$ cat src/rtl/tick_frame_parser.sv
// Tick frame parser: SYNC, TYPE, PRICE_HI, PRICE_LO, SIZE, CHK byte frames -> top-of-book updates.
// Optional inter-byte timeout is enabled by defining TICK_TIMEOUT_EN.
//
// state  | meaning
// HUNT   | waiting for the sync byte
// TYPE   | expecting the update type byte
// PHI    | expecting price high byte
// PLO    | expecting price low byte
// SIZE   | expecting size byte
// CHK    | expecting XOR checksum byte
// OUT    | update presented downstream, input stalled
module tick_frame_parser #(
  parameter int         PRICE_W     = 16,
  parameter int         SIZE_W      = 8,
  parameter logic [7:0] SYNC_BYTE   = 8'hA5,
  parameter int         TIMEOUT_CYC = 1024
) (
  input  logic               clk,
  input  logic               rst,
  input  logic [7:0]         in_data,
  input  logic               in_val,
  output logic               in_rdy,
  output logic [1:0]         out_type,
  output logic [PRICE_W-1:0] out_price,
  output logic [SIZE_W-1:0]  out_size,
  output logic               out_val,
  input  logic               out_rdy,
  output logic [7:0]         err_cnt,
  output logic               busy
);

  typedef enum logic [2:0] {
    S_HUNT, S_TYPE, S_PHI, S_PLO, S_SIZE, S_CHK, S_OUT
  } state_t;

  state_t             state, state_nxt;
  logic               accept;
  logic               type_ok;
  logic               err_evt;
  logic               to_fire;
  logic [7:0]         chk_q;
  logic [1:0]         type_q;
  logic [PRICE_W-1:0] price_q;
  logic [SIZE_W-1:0]  size_q;
  logic               out_val_q;

  if (TIMEOUT_CYC < 2) begin : g_bad_timeout
    $error("TIMEOUT_CYC must be at least 2");
  end

  assign in_rdy  = (state != S_OUT);
  assign busy    = (state != S_HUNT);
  assign accept  = in_val && in_rdy;
  assign type_ok = (in_data == 8'd1) || (in_data == 8'd2) || (in_data == 8'd3);

`ifdef TICK_TIMEOUT_EN
  localparam int TO_W = $clog2(TIMEOUT_CYC);
  logic [TO_W-1:0] to_cnt;
  logic            in_frame;

  assign in_frame = (state == S_TYPE) || (state == S_PHI) || (state == S_PLO) ||
                    (state == S_SIZE) || (state == S_CHK);
  // An accepted byte in the terminal cycle takes priority over the timeout.
  assign to_fire  = in_frame && !accept && (to_cnt == TO_W'(TIMEOUT_CYC - 1));

  always_ff @(posedge clk) begin
    if (rst) begin
      to_cnt <= '0;
    end else if (!in_frame || accept || to_fire) begin
      to_cnt <= '0;
    end else begin
      to_cnt <= to_cnt + 1'b1;
    end
  end
`else
  assign to_fire = 1'b0;
`endif

  always_comb begin
    state_nxt = state;
    err_evt   = 1'b0;
    case (state)
      S_HUNT: if (accept && in_data == SYNC_BYTE) state_nxt = S_TYPE;
      S_TYPE: begin
        if (accept) begin
          if (type_ok) begin
            state_nxt = S_PHI;
          end else begin
            state_nxt = S_HUNT;
            err_evt   = 1'b1;
          end
        end
      end
      S_PHI:  if (accept) state_nxt = S_PLO;
      S_PLO:  if (accept) state_nxt = S_SIZE;
      S_SIZE: if (accept) state_nxt = S_CHK;
      S_CHK: begin
        if (accept) begin
          if (in_data == chk_q) begin
            state_nxt = S_OUT;
          end else begin
            state_nxt = S_HUNT;
            err_evt   = 1'b1;
          end
        end
      end
      S_OUT:  if (out_rdy) state_nxt = S_HUNT;
      default: state_nxt = S_HUNT;
    endcase
    if (to_fire) begin
      state_nxt = S_HUNT;
      err_evt   = 1'b1;
    end
  end

  always_ff @(posedge clk) begin
    if (rst) begin
      state     <= S_HUNT;
      chk_q     <= '0;
      type_q    <= '0;
      price_q   <= '0;
      size_q    <= '0;
      out_val_q <= 1'b0;
      err_cnt   <= '0;
    end else begin
      state     <= state_nxt;
      out_val_q <= (state_nxt == S_OUT);
      if (accept) begin
        case (state)
          S_TYPE: begin
            if (type_ok) begin
              type_q <= in_data[1:0];
              chk_q  <= in_data;
            end
          end
          S_PHI: begin
            price_q[15:8] <= in_data;
            chk_q         <= chk_q ^ in_data;
          end
          S_PLO: begin
            price_q[7:0] <= in_data;
            chk_q        <= chk_q ^ in_data;
          end
          S_SIZE: begin
            size_q <= in_data[SIZE_W-1:0];
            chk_q  <= chk_q ^ in_data;
          end
          default: ;
        endcase
      end
      if (err_evt && err_cnt != 8'hFF) err_cnt <= err_cnt + 8'd1;
    end
  end

  assign out_type  = type_q;
  assign out_price = price_q;
  assign out_size  = size_q;
  assign out_val   = out_val_q;

endmodule

$ cat config.mk
export PLATFORM = sky130hd
export DESIGN_NAME = tick_frame_parser
export DESIGN_NICKNAME = d
export VERILOG_FILES = /design/src/rtl/tick_frame_parser.sv
export SDC_FILE = /design/constraint.sdc
export NUM_CORES = 1
export LEC_CHECK = 0
export CORE_ASPECT_RATIO = 1.1
export CORE_MARGIN = 2
export CORE_UTILIZATION = 54
export DETAILED_ROUTE_END_ITERATION = 8
export GPL_TIMING_DRIVEN = 0
export PLACE_DENSITY = 0.91
export SLEW_MARGIN = 10
export SYNTH_ARGS = -nofsm -noshare
export SYNTH_HDL_FRONTEND = slang
export SYNTH_SLANG_ARGS = --single-unit
$ cat constraint.sdc
create_clock -name clk -period 4.3 [get_ports clk]
set_clock_uncertainty 0.05 [all_clocks]
set_input_delay 0.645 -clock clk [delete_from_list [all_inputs] [get_ports clk]]
set_output_delay 0.645 -clock clk [all_outputs]
set_load 0.01 [all_outputs]
==> reports/qor.csv <==
metric,value,unit
vias,2275,
clock_sinks,46,
drc,0,
crit_family,buffers and inverters,
grt.busiest_layer,met2,
syn-instance-count,292,
finalCritPeriodShare,61.6,%
yosys_warnings,0,
cts_tree,yes,
tns,0,ns
rows,24,
dp_hpwl,4.24,mm
syn_area,0.00227,mm2
grtUsageMet1,33.9,%
p_leak,0.893,nW
grt_use_met3,5.74,%
crit_buf_inv,2,
grt_use_total,27.5,%
postCtsHoldBufs,0,
path_cells,"buf_2, nand2_1, or2_2, clkdlybuf4s50_1",
power.switching,0.176,mW
arrival,1.95,ns
finalHoldViolCount,0,
hold_class,reg -> reg,
layout.nets,352,
portBuffers,40,
p_clk_share,35.8,%
syn_nets,305,
startpoint_type,flop,
core,0.00399,mm2
io_pins,49,
grt_first_pass_wirelength,10.2,mm
worst_slew_pin_slew,0.604,ns
yosys-top-cells-count,"nand2_1, a21oi_1, dfxtp_1, nor2_1",
min_to,out_size[2],
rsz0062_at_grt,false,
gp_congestion,0.931,
period_needed,2.65,ns
antenna_found_initial,0,
critPathMaxFanout,10,
drive_above_1_share,8.53,%
root_buffer,clkbuf_8,
firstDrtPassIters,4,
grt_max_degree,15,
first_global_vias,2238,
ys_ff_latch,46,
multiInputGateArea,0.00124,mm2
finalMaxSlewViolations,0,
h-tree-depth,2,
min-delay-start,out_size[2],
clk_path_buf_depth,2,
cts_buffers,5,
clk_pin_slew_worst_paths,0.08,ns
cts_setup_buffers,0,
r2r-end,chk_q[3],
synth_area_leaders,"dfxtp_1, a21oi_1, nand2_1",
critPathRequiredTime,3.61,ns
final_area,0.00282,mm2
finalSetupViolCount,0,
r2r_cells,5,
syn_to_final_growth,24.3,%
path_depth,4,
drt_first_iter_violations,181,
async_reset_ff_share,0,%
avgSynthCellArea,7.76,um2
viasPerCell,5.80,
met2_usage,46.4,%
start_util,56.8,%
swShare,24.1,%
slew_headroom,59.4,%
yosysMostFrequentCell,nand2_1,
r2r_slack,2.35,ns
ctsResizeCount,0,
clk_latency,0.30,ns
wl_per_cell,15.3,um
finalWirelength,6.00,mm
max-vdd-ir-drop,0.000227,V
final_antenna_net_count,0,
worst_setup_path_end_kind,output pin,
diodes,0,
die_w,65.8,um
power.internal,0.554,mW
power_frac_comb,5.9,%
holdPathStages,2,
placed_area,0.00273,mm2
slowest_stage,dfxtp_1,
synth_top_area_share,40.6,%
die_area,0.00473,mm2
fillers,340,
cap_violations,0,
fp.dieH,72.0,um
regToRegStartpoint,state[0],
synth_edf_count,0,
yosys.area.top_type,dfxtp_1,
register_area,921,um2
p_per_area,259,mW/mm2
netlist-cell-type-count,40,
clock.fmax,378,MHz
max_stage_delay,0.51,ns
status,completed,
grt_remaining_overflow,0,
power_frac_seq,58.3,%
ys.flop_type,dfxtp_1,
yosysSeqAreaShare,40.6,%
criticalPathCategory,reg -> out,
## power groups by stage
stage	combinational (mW)	clock, mW	sequential [mW]
6_report	0.0433	0.261	0.426
5_1_grt	0.0474	0.277	0.426
4_1_cts	0.0426	0.264	0.426
3_5_place_dp	0.0423	0	0.436
3_3_place_gp	0.0415	0	0.436
2_1_floorplan	0.0293	0	0.436
## through the flow
step	hold WS [ns]	setup slack, ns	util, %	total power, mW	cells
floorplan	0.431	2.26	-	0.465	292
global placement	0.394	1.59	68.4	0.477	384
detailed placement	0.398	1.50	68.4	0.478	384
CTS	0.410	1.67	70.6	0.733	392
global route	0.433	1.57	70.6	0.750	392
finish	0.405	1.65	70.6	0.730	392
## layout by cell type (no fill, tap or decap), types with 6 or more instances in the layout
master | netlist | layout
nor3_1 | 9 | 9
xnor2_1 | 8 | 8
o21ai_0 | 6 | 6
nor2_1 | 18 | 18
a21oi_1 | 59 | 59
buf_2 | 9 | 9
clkbuf_1 | 7 | 8
clkdlybuf4s50_1 | 0 | 40
nand2_1 | 62 | 62
dfxtp_1 | 46 | 46
a211oi_1 | 9 | 9
## registers in the layout, summed over array words and instances, names as in the netlist
register,cells
state,3
err_cnt,8
chk_q,8
out_size,8
out_val,1
out_price,16
out_type,2
## area by class of cell
class / instances / share of cell area (%)
Buffer: 20 / 3.64
Clock buffer: 6 / 2.57
Clock inverter: 2 / 0.488
Inverter: 1 / 0.133
Multi-Input combinational cell: 225 / 44.0
Sequential cell: 46 / 32.7
Tap cell: 52 / 2.31
Timing Repair Buffer: 40 / 14.2
## logic make-up after synthesis
group	after synthesis	share of synthesized area [%]
simple gates	122	25.4
compound gates	92	24.7
flops	46	40.6
buf+inv	21	4.69
xor+xnor	8	3.09
mux	2	0.883
fa+ha+maj	1	0.552
## worst reg2reg max path, stage by stage, from the launching register on
cell and delay, ns:
dfxtp_1 0.38, clkbuf_1 0.24, o21ai_1 0.55, a21oi_1 0.18, a211oi_1 0.34, nor3_1 0.09
## per-layer routing
layer | vias up | part of all wire, % | wire (um)
li1 | 1124 | - | -
met1 | 1057 | 43 | 2580
met2 | 83 | 50 | 3020
met3 | 11 | 5.2 | 313
met4 | 0 | 1.5 | 90
met5 | - | 0 | 0
## worst max-delay path by stage
stage | startpoint | endpoint
floorplan | in_data[4] | chk_q[4]
finish | state[2] | in_rdy
CTS | state[2] | in_rdy
global placement | in_data[1] | chk_q[3]
detailed placement | in_data[1] | chk_q[3]
global route | state[2] | in_rdy
Note: power is estimated with default switching activity, not from simulation.
